==> src/rtl/eth_mdio_pkg.sv <==
// Shared constants, state encoding and command payload for the clause-22 MDIO frame sequencer.
package eth_mdio_pkg;

   localparam logic [1:0] ST_CODE = 2'b01;
   localparam logic [1:0] OP_WR   = 2'b01;
   localparam logic [1:0] OP_RD   = 2'b10;
   localparam logic [1:0] TA_WR   = 2'b10;

   localparam int unsigned HDR_BITS  = 14;
   localparam int unsigned DATA_BITS = 16;
   localparam int unsigned CNT_W     = 6;
   localparam int unsigned SAMP_W    = 5;

   typedef enum logic [2:0] {
      S_IDLE,
      S_PRE,
      S_HDR,
      S_TA,
      S_DATA,
      S_GAP
   } mdio_state_e;

   typedef struct packed {
      logic       write;
      logic [4:0] phy_addr;
      logic [4:0] reg_addr;
   } mdio_cmd_t;

   // ST, OP, PHYAD, REGAD packed MSB first in transmit order
   function automatic logic [HDR_BITS-1:0] mdio_hdr(input mdio_cmd_t cmd);
      return {ST_CODE, (cmd.write ? OP_WR : OP_RD), cmd.phy_addr, cmd.reg_addr};
   endfunction

endpackage

==> src/rtl/eth_mdio_shreg.sv <==
// 16-bit data shifter: parallel load, MSB-first shift-out and LSB-side shift-in capture.
module eth_mdio_shreg
   import eth_mdio_pkg::*;
(
   input  logic                 clk,
   input  logic                 rst,
   input  logic                 load,
   input  logic [DATA_BITS-1:0] load_data,
   input  logic                 out_en,
   input  logic                 cap_en,
   input  logic                 sin,
   output logic [DATA_BITS-1:0] data
);

   logic [DATA_BITS-1:0] data_q, data_d;

   always_comb begin
      data_d = data_q;
      if (load) begin
         data_d = load_data;
      end else if (out_en) begin
         data_d = {data_q[DATA_BITS-2:0], 1'b0};
      end else if (cap_en) begin
         data_d = {data_q[DATA_BITS-2:0], sin};
      end
   end

   always_ff @(posedge clk or posedge rst) begin
      if (rst) begin
         data_q <= '0;
      end else begin
         data_q <= data_d;
      end
   end

   assign data = data_q;

endmodule

==> src/rtl/eth_mdio_ctrl.sv <==
// MDIO clause-22 frame sequencer driven by MdcEn/MdcEn_n strobes.
// Define ETH_MDIO_SCAN_EN to add background polling of one PHY register (ScanEn/ScanStat).
module eth_mdio_ctrl
   import eth_mdio_pkg::*;
#(
   parameter int unsigned PREAMBLE_LEN = 32,
   parameter int unsigned IDLE_GAP     = 1
) (
   input  logic        Clk,
   input  logic        Reset,
   input  logic        MdcEn,
   input  logic        MdcEn_n,
   input  logic        Mdi,
   input  logic        CmdValid,
   output logic        CmdReady,
   input  logic        CmdWrite,
   input  logic [4:0]  CmdPhyAddr,
   input  logic [4:0]  CmdRegAddr,
   input  logic [15:0] CmdWrData,
   input  logic        NoPre,
`ifdef ETH_MDIO_SCAN_EN
   input  logic        ScanEn,
   input  logic [4:0]  ScanPhyAddr,
   input  logic [4:0]  ScanRegAddr,
   output logic [15:0] ScanStat,
`endif
   output logic        Mdo,
   output logic        MdoEn,
   output logic        Busy,
   output logic [15:0] RdData,
   output logic        RdValid
);

   mdio_state_e          state_q, state_d;
   logic [CNT_W-1:0]     cnt_q, cnt_d;
   logic [SAMP_W-1:0]    samp_q, samp_d;
   mdio_cmd_t            cmd_q, cmd_d;
   logic                 mdo_q, mdo_d;
   logic                 mdo_en_q, mdo_en_d;
   logic                 busy_q, busy_d;
   logic [15:0]          rd_data_q, rd_data_d;
   logic                 rd_valid_q, rd_valid_d;
   logic                 rd_per_q, rd_per_d;
`ifdef ETH_MDIO_SCAN_EN
   logic                 scan_q, scan_d;
   logic [15:0]          scan_stat_q, scan_stat_d;
`endif

   logic                 fall, rise, accept, scan_go, start;
   logic                 sh_load, sh_out, sh_cap;
   logic [DATA_BITS-1:0] sh_data;
   logic [DATA_BITS-1:0] cap_word;
   logic [HDR_BITS-1:0]  hdr;
   logic [3:0]           hdr_idx;

   // MdcEn_n wins when both strobes collide; no sample is taken then
   assign fall = MdcEn_n;
   assign rise = MdcEn & ~MdcEn_n;

`ifdef ETH_MDIO_SCAN_EN
   assign scan_go = (state_q == S_IDLE) & ScanEn & ~CmdValid;
`else
   assign scan_go = 1'b0;
`endif

   assign CmdReady = (state_q == S_IDLE) & ~scan_go;
   assign accept   = CmdValid & CmdReady;
   assign start    = accept | scan_go;
   assign sh_load  = start;
   assign hdr      = mdio_hdr(cmd_q);
   assign hdr_idx  = 4'(HDR_BITS - 1) - cnt_q[3:0];
   assign cap_word = {sh_data[DATA_BITS-2:0], Mdi};

   eth_mdio_shreg u_shreg (
      .clk       (Clk),
      .rst       (Reset),
      .load      (sh_load),
      .load_data (CmdWrData),
      .out_en    (sh_out),
      .cap_en    (sh_cap),
      .sin       (Mdi),
      .data      (sh_data)
   );

   always_comb begin
      state_d    = state_q;
      cnt_d      = cnt_q;
      samp_d     = samp_q;
      cmd_d      = cmd_q;
      mdo_d      = mdo_q;
      mdo_en_d   = mdo_en_q;
      busy_d     = busy_q;
      rd_data_d  = rd_data_q;
      rd_valid_d = 1'b0;
      rd_per_d   = rd_per_q;
      sh_out     = 1'b0;
      sh_cap     = 1'b0;
`ifdef ETH_MDIO_SCAN_EN
      scan_d      = scan_q;
      scan_stat_d = scan_stat_q;
`endif

      // read data is captured mid-period, on the Mdc rising strobe
      if (rise && rd_per_q) begin
         sh_cap = 1'b1;
         samp_d = samp_q + SAMP_W'(1);
         if (samp_q == SAMP_W'(DATA_BITS - 1)) begin
`ifdef ETH_MDIO_SCAN_EN
            if (scan_q) scan_stat_d = cap_word;
            else
`endif
            begin
               rd_data_d  = cap_word;
               rd_valid_d = 1'b1;
            end
         end
      end

      if (state_q == S_IDLE) begin
         if (start) begin
            cmd_d.write    = CmdWrite;
            cmd_d.phy_addr = CmdPhyAddr;
            cmd_d.reg_addr = CmdRegAddr;
`ifdef ETH_MDIO_SCAN_EN
            scan_d = ~accept;
            if (!accept) begin
               cmd_d.write    = 1'b0;
               cmd_d.phy_addr = ScanPhyAddr;
               cmd_d.reg_addr = ScanRegAddr;
            end
`endif
            busy_d  = 1'b1;
            cnt_d   = '0;
            samp_d  = '0;
            state_d = NoPre ? S_HDR : S_PRE;
         end
      end else if (fall) begin
         // state names the bit that goes out on this falling strobe
         cnt_d    = cnt_q + CNT_W'(1);
         rd_per_d = 1'b0;
         case (state_q)
            S_PRE: begin
               mdo_d    = 1'b1;
               mdo_en_d = 1'b1;
               if (cnt_q == CNT_W'(PREAMBLE_LEN - 1)) begin
                  state_d = S_HDR;
                  cnt_d   = '0;
               end
            end
            S_HDR: begin
               mdo_d    = hdr[hdr_idx];
               mdo_en_d = 1'b1;
               if (cnt_q == CNT_W'(HDR_BITS - 1)) begin
                  state_d = S_TA;
                  cnt_d   = '0;
               end
            end
            S_TA: begin
               mdo_d    = cmd_q.write & (cnt_q[0] ? TA_WR[0] : TA_WR[1]);
               mdo_en_d = cmd_q.write;
               if (cnt_q == CNT_W'(1)) begin
                  state_d = S_DATA;
                  cnt_d   = '0;
               end
            end
            S_DATA: begin
               if (cmd_q.write) begin
                  mdo_d    = sh_data[DATA_BITS-1];
                  mdo_en_d = 1'b1;
                  sh_out   = 1'b1;
               end else begin
                  mdo_d    = 1'b0;
                  mdo_en_d = 1'b0;
                  rd_per_d = 1'b1;
               end
               if (cnt_q == CNT_W'(DATA_BITS - 1)) begin
                  state_d = S_GAP;
                  cnt_d   = '0;
               end
            end
            S_GAP: begin
               mdo_d    = 1'b0;
               mdo_en_d = 1'b0;
               if (cnt_q == CNT_W'(IDLE_GAP)) begin
                  state_d = S_IDLE;
                  busy_d  = 1'b0;
                  cnt_d   = '0;
               end
            end
            default: begin
               state_d = S_IDLE;
            end
         endcase
      end
   end

   always_ff @(posedge Clk or posedge Reset) begin
      if (Reset) begin
         state_q     <= S_IDLE;
         cnt_q       <= '0;
         samp_q      <= '0;
         cmd_q       <= '0;
         mdo_q       <= 1'b0;
         mdo_en_q    <= 1'b0;
         busy_q      <= 1'b0;
         rd_data_q   <= '0;
         rd_valid_q  <= 1'b0;
         rd_per_q    <= 1'b0;
`ifdef ETH_MDIO_SCAN_EN
         scan_q      <= 1'b0;
         scan_stat_q <= '0;
`endif
      end else begin
         state_q     <= state_d;
         cnt_q       <= cnt_d;
         samp_q      <= samp_d;
         cmd_q       <= cmd_d;
         mdo_q       <= mdo_d;
         mdo_en_q    <= mdo_en_d;
         busy_q      <= busy_d;
         rd_data_q   <= rd_data_d;
         rd_valid_q  <= rd_valid_d;
         rd_per_q    <= rd_per_d;
`ifdef ETH_MDIO_SCAN_EN
         scan_q      <= scan_d;
         scan_stat_q <= scan_stat_d;
`endif
      end
   end

   assign Mdo     = mdo_q;
   assign MdoEn   = mdo_en_q;
   assign Busy    = busy_q;
   assign RdData  = rd_data_q;
   assign RdValid = rd_valid_q;
`ifdef ETH_MDIO_SCAN_EN
   assign ScanStat = scan_stat_q;
`endif

endmodule

==> config.mk <==
export PLATFORM = sky130hd
export DESIGN_NAME = eth_mdio_ctrl
export DESIGN_NICKNAME = d
export VERILOG_FILES = /design/src/rtl/eth_mdio_pkg.sv /design/src/rtl/eth_mdio_shreg.sv /design/src/rtl/eth_mdio_ctrl.sv
export SDC_FILE = /design/constraint.sdc
export NUM_CORES = 1
export LEC_CHECK = 0
export ABC_AREA = 1
export CORE_UTILIZATION = 53
export CTS_CLUSTER_DIAMETER = 50
export DETAILED_ROUTE_END_ITERATION = 12
export MAX_ROUTING_LAYER = met4
export PLACE_DENSITY = 0.77
export SLEW_MARGIN = 5
export SYNTH_ARGS = -nofsm -noshare
export SYNTH_HDL_FRONTEND = slang
export SYNTH_HIERARCHICAL = 1
export SYNTH_SLANG_ARGS = --single-unit
==> constraint.sdc <==
create_clock -name Clk -period 1.9 [get_ports Clk]
set_input_delay 0.38 -clock Clk [delete_from_list [all_inputs] [get_ports Clk]]
set_output_delay 0.38 -clock Clk [all_outputs]
set_load 0.02 [all_outputs]
==> results of run 1 <==
==> logic make-up after synthesis <==
| kind of cell | after synthesis |
|---|---|
| simple gates | 258 |
| buf+inv | 55 |
| compound gates | 41 |
| flops | 62 |
| mux | 1 |
| xor+xnor | 1 |
| fa+ha+maj | 6 |
==> worst paths after layout <==
| check | start | end | slack, ns |
|---|---|---|---|
| worst max-delay path | flop | CmdReady | 0.09 |
| worst min-delay path | Reset | RdData[12]$_DFFE_PP0P_ | 0.32 |
| worst max register to register | cnt_q[1]$_DFFE_PP0P_ | cnt_q[0]$_DFFE_PP0P_ | 0.17 |
| worst min register to register | RdData[12]$_DFFE_PP0P_ | RdData[12]$_DFFE_PP0P_ | 0.48 |
| max in group asynchronous | Reset | cmd_q[9]$_DFFE_PP0P_ | 1.09 |
| min in group Clk | RdData[12]$_DFFE_PP0P_ | RdData[12]$_DFFE_PP0P_ | 0.48 |
==> sequential cells by signal (all words and copies together), names as in the netlist, named ones only <==
register	flops
RdValid	1
cnt_q	6
RdData	16
Busy	1
samp_q	5
Mdo	1
MdoEn	1
state_q	2
cmd_q	11
rd_per_q	1
u_shreg/data	16
==> area by class of cell <==
cell class | instances | area share
multi-input cells | 307 | 0.361
clock inverters | 3 | 0.0102
flip-flops and latches | 62 | 0.371
clock buffers | 12 | 0.0395
repair buffers | 66 | 0.157
inverters | 42 | 0.0389
well taps | 75 | 0.0224
==> placed cells by master (no fill, tap or decap), drive strengths merged <==
cell / n
a31oi: 2
o31ai: 1
clkinv: 3
nand3: 21
nor2: 21
ha: 6
o221ai: 1
dlygate4sd2: 1
inv: 40
dfrtp: 62
or2: 1
nand2: 207
o21bai: 1
clkinvlp: 1
bufinv: 1
o21ai: 27
clkbuf: 12
xor2: 1
clkdlybuf4s50: 53
mux2i: 1
buf: 12
a21oi: 3
nor3: 8
o22ai: 4
a211oi: 2
==> metal layers <==
layer / part of all wire / track usage / vias up
li1: - / - / 1444
met1: 0.43 / 0.310 / 1370
met2: 0.51 / 0.432 / 80
met3: 0.039 / 0.0539 / 12
met4: 0.016 / 0.114 / 0
met5: 0 / - / -
==> stage by stage <==
stage | worst slack (ns) | hold WS (ns) | instance area, um^2 | instances | power (mW)
2_1_floorplan | 0.193 | 0.294 | 3330 | 424 | 3.85
3_3_place_gp | 0.0992 | 0.453 | 3970 | 552 | 4.36
3_5_place_dp | 0.0700 | 0.466 | 3970 | 552 | 4.46
4_1_cts | 0.0701 | 0.308 | 4180 | 567 | 5.67
5_1_grt | 0.0111 | 0.341 | 4180 | 567 | 6.10
6_report | 0.0878 | 0.316 | 4180 | 567 | 5.65
==> where the power goes <==
| group | leakage, nW | internal [mW] | switching [mW] |
|---|---|---|---|
| sequential | 0.812 | 1.69 | 0.318 |
| clock | 0.104 | 0.704 | 0.510 |
| combinational | 1.23 | 0.940 | 1.48 |
| total | 2.15 | 3.34 | 2.31 |
==> what timing repair did <==
action,4_1_cts,5_1_grt
gates resized for setup,1,0
buffers inserted,0,0
setup endpoints to repair,1,0
hold endpoints to repair,0,0
==> critical path: cells and delay by family, from the launching register on <==
kind,cells,cell delay (ns)
buffers and inverters,3,0.47
flip-flops,1,0.49
AND/OR/NAND/NOR,1,0.12
==> run_results.csv, run 1 <==
group,metric,value,unit
cts,cts_buffers,9,
drt,drtIter0Drc,162,
sta,grt_setup_unrepaired,"no",
synthesis,seq_area_frac_synth,0.467,
synthesis,synth_top_area_share,0.467,
cts,cts_buffer_depth,2,
synthesis,synth_cell_types,33,
run,cap_violations,0,
grt,grt_max_degree,39,
worst_setup_path,arrival,1.43,ns
floorplan,fp.dieH,81.2,um
synthesis,ys.flop_type,"dfrtp_1",
sta,min_period,1.81,ns
synthesis,syn_nets,464,
synthesis,synth-adder-area-share,0.0226,
drt,ant_nets,0,
synthesis,yosys.area_share.simple,0.350,
layout,final_util,0.698,
floorplan,row_count,28,
synthesis,muxShareOfSynthArea,0.00301,
worst_setup_path,r2r_cells,7,
synthesis,synth_compound_area_frac,0.0760,
sta,setup_viol,0,
layout,layout.nets,528,
synthesis,netlist_top_cells_area,"dfrtp_1 47%, nand2_1 22%, inv_1 4.1%",
worst_setup_path,start_kind,"flop",
cts,insertion_delay,0.34,ns
worst_setup_path,cpMaxStageDelayCell,"dfrtp_1",
layout,nFillCells,499,
drt,vias_per_cell,5.13,
synthesis,synth_top_family_by_area,"simple AND/OR/NAND/NOR gates",
sta,final_hold_viol_count,0,
pwr,p_leak,2.15,nW
floorplan,ios,55,
drt,post_drt_wl_per_cell,13.0,um
synthesis,syn_area,3330,um^2
worst_hold_path,hold_path_class,"input port to asynchronous set/reset pin",
layout,antennaDiodeCount,0,
worst_setup_path,worstPathRequired,1.52,ns
grt,grt_pass1_wl,12.6,mm
sta,worstMarginPinSlew,0.393,ns
synthesis,synth-xor-area-share,0.00263,
worst_setup_path,path_cells,"inv_2, nand2_4, clkinv_4, dlygate4sd2_1",
placement,io_buffers,54,
grt,antenna_found_initial,0,
worst_setup_path,critPathCaptureType,"output port",
floorplan,fp.dieArea,6600,um^2
cts,cts-root-buf,"clkbuf_8",
pwr,power_density,1350,nW/um^2
sta,clock.fmax,552,MHz
synthesis,yosysTopAreaCell,"dfrtp_1",
layout,multiInputGateArea,1510,um^2
run_status,status,"finished clean",
worst_setup_path,critPathKind,"flop to output port",
cts,ctsHoldBuffers,0,
layout,drive_gt1_frac,0.134,
drt,drc,0,
synthesis,ys_ff_latch,62,
layout,area_growth,25.7,%
synthesis,syn-mean-instance-area,7.84,um^2
floorplan,core,5990,um^2
synthesis,synth_common_cells,"193 x nand2_1, 62 x dfrtp_1, 36 x inv_1",
grt,grtUsageTotal,0.262,
synthesis,synth.most_common_cell,"nand2_1",
worst_setup_path,critPathMaxStageDelay,0.49,ns
drt,dr.pass1.iters,5,
synthesis,async_reset_ff_frac,1.00,
floorplan,die_width,81.2,um
drt,wirelength,7.39,mm
sta,final_max_slew_viol_count,0,
sta,min_period_over_period,0.954,
placement,dpl.hpwl,5.38,mm
cts,clock-sinks,62,
placement,gp_congestion,0.894,
sta,finClkSkew,0.0113,ns
drt,vias,2906,
grt,grt_pass1_vias,2896,
sta,slew-limit-headroom,0.736,
cts,clk_pin_slew,0.07,ns
pwr,ir_drop,804,uV
cts,tritoncts,"built",
layout,seqCellArea,1550,um^2
floorplan,floorplan.initialDensity,0.555,
cts,htreeDepth,3,
worst_setup_path,cp_max_fo,8,
synthesis,synth_warnings,6,
synthesis,postSynthCellCount,424,
sta,tns,0,ns
synthesis,synth_edf_count,0,
grt,grt-ovfl-total,0,
(Power assumes the default switching activity.)
==> inputs of run 2 (changes only) <==
--- a/config.mk
+++ b/config.mk
@@ -6,11 +6,12 @@
 export NUM_CORES = 1
 export LEC_CHECK = 0
 export ABC_AREA = 1
-export CORE_UTILIZATION = 53
+export CORE_UTILIZATION = 58
 export CTS_CLUSTER_DIAMETER = 50
 export DETAILED_ROUTE_END_ITERATION = 12
 export MAX_ROUTING_LAYER = met4
-export PLACE_DENSITY = 0.77
+export PLACE_DENSITY = 0.84
+export SKIP_LAST_GASP = 1
 export SLEW_MARGIN = 5
 export SYNTH_ARGS = -nofsm -noshare
 export SYNTH_HDL_FRONTEND = slang
==> constraint.sdc (replaced) <==
create_clock -name Clk -period 2.3 [get_ports Clk]
set_input_delay 0.46 -clock Clk [delete_from_list [all_inputs] [get_ports Clk]]
set_output_delay 0.46 -clock Clk [all_outputs]
set_load 0.02 [all_outputs]
==> run 2 against run 1 <==
Compared with the run above: final cell count down 1.4%; sequential power down 16%; count of clock-buffer cells in the layout decreased by 1; sequential cell count is the same; non-clock buffer count decreased by 6; global-route usage increased by 1.5 points; register-to-register slack improved by 0.31 ns; critical path type unchanged.
==> run_results.csv, run 2 (same netlist as run 1, synthesis figures left out) <==
group,metric,value,unit
worst_setup_path,rrSetupSlack,0.48,ns
grt,grt_pass1_vias,2860,
worst_setup_path,r2r-start,"state_q[1]$_DFFE_PP0P_",
floorplan,row_count,27,
placement,io_buffers,54,
grt,antenna_found_initial,0,
cts,ctsHoldBuffers,0,
layout,layout.nets,522,
worst_hold_path,hold_path_class,"input port to asynchronous set/reset pin",
layout,fin_area,4100,um^2
placement,dpl.hpwl,5.25,mm
layout,final_util,0.745,
sta,worstMarginPinSlew,0.618,ns
sta,finClkSkew,0.00770,ns
cts,insertion_delay,0.34,ns
drt,ant_nets,0,
drt,drc,0,
cts,tritoncts,"built",
cts,clock-sinks,62,
sta,clock.fmax,453,MHz
sta,final_max_slew_viol_count,0,
drt,post_drt_wl_per_cell,12.9,um
drt,wirelength,7.22,mm
sta,min_period,2.21,ns
layout,final_common_cell,"nand2_1",
pwr,power_density,1090,nW/um^2
drt,dr.pass1.iters,4,
layout,drive_gt1_frac,0.125,
sta,min_period_over_period,0.960,
placement,placed_cells,543,
worst_setup_path,r2r_end,"u_shreg/data[12]$_DFFE_PP0P_",
cts,clk_pin_slew,0.07,ns
floorplan,floorplan.initialDensity,0.604,
sta,setup_viol,0,
layout,area_growth,23.3,%
cts,cts_buffer_depth,2,
placement,gp_congestion,0.896,
cts,cts_buffers,9,
drt,vias,2920,
grt,grt_max_degree,39,
sta,tns,0,ns
worst_setup_path,arrival,1.75,ns
layout,antennaDiodeCount,0,
sta,slew-limit-headroom,0.587,
pwr,total_power,4.47,mW
cts,cts-root-buf,"clkbuf_8",
cts,htreeDepth,3,
run,cap_violations,0,
sta,grt_setup_unrepaired,"no",
sta,final_hold_viol_count,0,
layout,final_cells,559,
pwr,ir_drop,533,uV
floorplan,core,5510,um^2
worst_setup_path,critPathCaptureType,"output port",
floorplan,fp.dieArea,6040,um^2
run_status,status,"finished clean",
worst_setup_path,r2r_cells,10,
worst_setup_path,worstPathRequired,1.84,ns
drt,drtIter0Drc,167,
worst_setup_path,critPathKind,"flop to output port",
drt,vias_per_cell,5.22,
grt,grt-ovfl-total,0,
worst_setup_path,start_kind,"flop",
placement,placedInstanceArea,3930,um^2
floorplan,die_width,77.7,um
grt,grtUsageTotal,0.277,
worst_setup_path,cp_max_fo,8,
cts,post_cts_resized,0,
pwr,p_leak,2.10,nW
floorplan,fp.dieH,77.7,um
grt,grt_pass1_wl,12.6,mm
layout,final_cell_mix,"193 x nand2_1, 61 x dfrtp_1, 54 x clkdlybuf4s50_1",
cts,post_cts_buffers,0,
floorplan,ios,55,
[run 2: layout make-up]
cell class	count	area [um^2]
fillers	448	1410
multi-input cells	307	1510
well taps	72	90.1
flip-flops and latches	62	1550
inverters	42	163
repair buffers	60	611
clock buffers	11	141
clock inverters	5	33.8
[run 2: how the worst max path moves through the flow]
| stage | from | end | slack, ns | depth (start not counted) |
|---|---|---|---|---|
| after CTS | state_q[0]$_DFFE_PP0P_ | CmdReady | 0.07 | 4 |
| after global routing | state_q[1]$_DFFE_PP0P_ | CmdReady | 0.006 | 4 |
| after global placement | MdcEn_n | u_shreg/data[13]$_DFFE_PP0P_ | 0.28 | 8 |
| after detailed placement | MdcEn_n | u_shreg/data[13]$_DFFE_PP0P_ | 0.23 | 8 |
| after floorplan | state_q[0]$_DFFE_PP0P_ | u_shreg/data[11]$_DFFE_PP0P_ | 0.59 | 12 |
| final | state_q[1]$_DFFE_PP0P_ | CmdReady | 0.09 | 4 |
[run 2: worst max-delay path, cell delays in order, from the launching register on]
cell,delay (ns)
dfrtp_1,0.51
nor2_8,0.16
nand2_4,0.09
clkinv_4,0.06
clkdlybuf4s50_1,0.59
[run 2: metrics by stage]
stage / worst slack, ns / hold slack (ns)
2_1_floorplan: 0.593 / 0.374
3_3_place_gp: 0.282 / 0.460
3_5_place_dp: 0.232 / 0.464
4_1_cts: 0.0672 / 0.382
5_1_grt: 0.00614 / 0.422
6_report: 0.0931 / 0.388
[run 2: where the power goes]
| group | switching, mW | internal (mW) |
|---|---|---|
| Clock | 0.436 | 0.420 |
| Sequential | 0.284 | 1.40 |
| Combinational | 1.18 | 0.743 |
| Total | 1.91 | 2.56 |
[run 2: layer usage]
metal | wire (um) | vias to the layer above | global-route usage
li1 | - | 1431 | -
met1 | 2930 | 1406 | 0.312
met2 | 3850 | 71 | 0.468
met3 | 348 | 12 | 0.0729
met4 | 95 | 0 | 0.113
met5 | 0 | - | -
==> inputs of run 3 (changes only) <==
--- a/config.mk
+++ b/config.mk
@@ -6,11 +6,14 @@
 export NUM_CORES = 1
 export LEC_CHECK = 0
 export ABC_AREA = 1
-export CORE_UTILIZATION = 58
+export CELL_PAD_IN_SITES_DETAIL_PLACEMENT = 0
+export CELL_PAD_IN_SITES_GLOBAL_PLACEMENT = 2
+export CORE_MARGIN = 4
+export CORE_UTILIZATION = 33
 export CTS_CLUSTER_DIAMETER = 50
 export DETAILED_ROUTE_END_ITERATION = 12
 export MAX_ROUTING_LAYER = met4
-export PLACE_DENSITY = 0.84
+export PLACE_DENSITY = 0.82
 export SKIP_LAST_GASP = 1
 export SLEW_MARGIN = 5
 export SYNTH_ARGS = -nofsm -noshare
==> run 3 against run 2 <==
Compared with the run above: fmax hardly changed; core utilization down 32 points; critical path type unchanged; worst hold slack improved by 0.089 ns; combinational power about the same; critical endpoint unchanged.
==> run_results.csv, run 3 (same netlist as run 1, synthesis figures left out) <==
group,metric,value,unit
sta,final_hold_viol_count,0,
run,cap_violations,0,
drt,wirelength,7.95,mm
drt,wl_met2,3.73,mm
pwr,p_sw_frac,0.422,
cts,insertion_delay,0.33,ns
worst_setup_path,path_cells,"nor2_8, nand2_4, clkinv_4, clkdlybuf4s50_1",
placement,io_buffers,54,
grt,grt_pass1_vias,2909,
layout,multiInputGateArea,1510,um^2
run_status,status,"finished clean",
pwr,ir_drop,311,uV
sta,min_period,2.21,ns
floorplan,fp.dieH,108,um
grt,antenna_found_initial,0,
drt,post_drt_wl_per_cell,12.8,um
sta,worstMarginPinSlew,0.636,ns
pwr,pwr-share-seq,0.384,
drt,top_layer,"met4",
drt,drc,0,
sta,tns,0,ns
layout,area_growth,25.2,%
pwr,clkPwrFrac,0.185,
layout,seqCellArea,1550,um^2
drt,vias_per_cell,4.43,
cts,clock-sinks,62,
sta,final_max_slew_viol_count,0,
worst_hold_path,hold_path_class,"flop to flop",
floorplan,die_width,108,um
drt,vias,2744,
layout,final_cell_mix,"193 x nand2_1, 62 x dfrtp_1, 54 x clkdlybuf4s50_1",
pwr,p_leak,2.10,nW
worst_setup_path,arrival,1.75,ns
pwr,combinationalPowerShare,0.430,
layout,antennaDiodeCount,0,
cts,cts_buffers,9,
grt,grt_max_degree,47,
sta,clock.fmax,453,MHz
cts,clk_pin_slew,0.07,ns
sta,min_period_over_period,0.960,
cts,post_cts_resized,0,
pwr,cell_internal_pwr,2.55,mW
cts,ctsHoldBuffers,0,
floorplan,core,9770,um^2
sta,grt_setup_unrepaired,"no",
grt,grt_pass1_wl,13.7,mm
drt,ant_nets,0,
cts,cts_buffer_depth,2,
placement,dpl.hpwl,5.78,mm
floorplan,floorplan.initialDensity,0.340,
layout,drive_gt1_frac,0.121,
pwr,total_power,4.41,mW
cts,post_cts_buffers,0,
worst_setup_path,start_kind,"flop",
pwr,power_density,1060,nW/um^2
floorplan,ios,55,
layout,layout.nets,523,
worst_setup_path,worstPathRequired,1.84,ns
floorplan,row_count,36,
grt,grtUsageTotal,0.153,
drt,drtIter0Drc,86,
sta,slew-limit-headroom,0.576,
layout,nFillCells,1021,
sta,setup_viol,0,
worst_setup_path,cp_max_fo,8,
sta,finClkSkew,0.00600,ns
cts,tritoncts,"built",
drt,wl_met3,188,um
grt,grt-ovfl-total,0,
layout,final_cells,619,
drt,met1_length,3.89,mm
pwr,switching_power,1.86,mW
worst_setup_path,cpMaxStageDelayCell,"clkdlybuf4s50_1",
layout,final_common_cell,"nand2_1",
cts,cts-root-buf,"clkbuf_8",
worst_setup_path,critPathMaxStageDelay,0.59,ns
worst_setup_path,critPathCaptureType,"output port",
cts,htreeDepth,3,
placement,gp_congestion,0.826,
floorplan,fp.dieArea,11700,um^2
drt,dr.pass1.iters,6,
worst_setup_path,critPathKind,"flop to output port",
placement,placed_cells,605,
[run 3: cell types whose count changed in the layout (fill, tap and decap cells not counted), sizes merged]
cell and change:
clkinv -1, clkinvlp -2, clkbuf +1, buf +1
[run 3: stage by stage]
step	area, um^2	utilization	setup WS (ns)	hold slack, ns
finish	4160	0.426	0.0911	0.477
global route	4160	0.426	0.0130	0.502
CTS	4160	0.426	0.0560	0.480
detailed placement	4010	0.410	0.268	0.464
global placement	4010	0.410	0.294	0.456
floorplan	3330	-	0.593	0.374
[run 3: worst max-delay path, delay by kind of cell (launching register included)]
family	cells	cell delay [ns]
DFF	1	0.50
and+or+nand+nor	2	0.26
buffers and inverters	2	0.66
[run 3: final timing paths]
kind / slack, ns / end / depth (start not counted) / start
worst max-delay path: 0.09 / CmdReady / 4 / state_q[0]$_DFFE_PP0P_
max in group asynchronous: 1.28 / u_shreg/data[2]$_DFFE_PP0P_ / 2 / Reset
worst min register to register: 0.48 / RdData[1]$_DFFE_PP0P_ / 2 / u_shreg/data[0]$_DFFE_PP0P_
worst min-delay path: 0.48 / RdData[1]$_DFFE_PP0P_ / 2 / u_shreg/data[0]$_DFFE_PP0P_
min in group asynchronous: 0.56 / cmd_q[8]$_DFFE_PP0P_ / 3 / Reset
worst max register to register: 0.48 / cnt_q[0]$_DFFE_PP0P_ / 7 / cnt_q[1]$_DFFE_PP0P_
[run 3: per-layer routing]
| layer | global-route usage | vias to the layer above |
|---|---|---|
| met5 | - | - |
| li1 | - | 1434 |
| met1 | 0.202 | 1261 |
| met2 | 0.239 | 39 |
| met3 | 0.0227 | 10 |
| met4 | 0.0568 | 0 |
[run 3: final cells by class]
type,instances,area share
sequential,62,0.373
multi-input combinational,307,0.363
timing repair buffer,61,0.148
tap,133,0.0400
inverter,42,0.0391
clock buffer,12,0.0349
clock inverter,2,0.00240
[run 3: power by group through the flow]
stage | Combinational, mW | Sequential (mW) | Clock, mW
2_1_floorplan | 1.58 | 1.60 | 0
3_3_place_gp | 1.92 | 1.72 | 0
3_5_place_dp | 1.93 | 1.72 | 0
4_1_cts | 1.93 | 1.71 | 0.854
5_1_grt | 2.18 | 1.76 | 0.900
6_report | 1.90 | 1.70 | 0.818
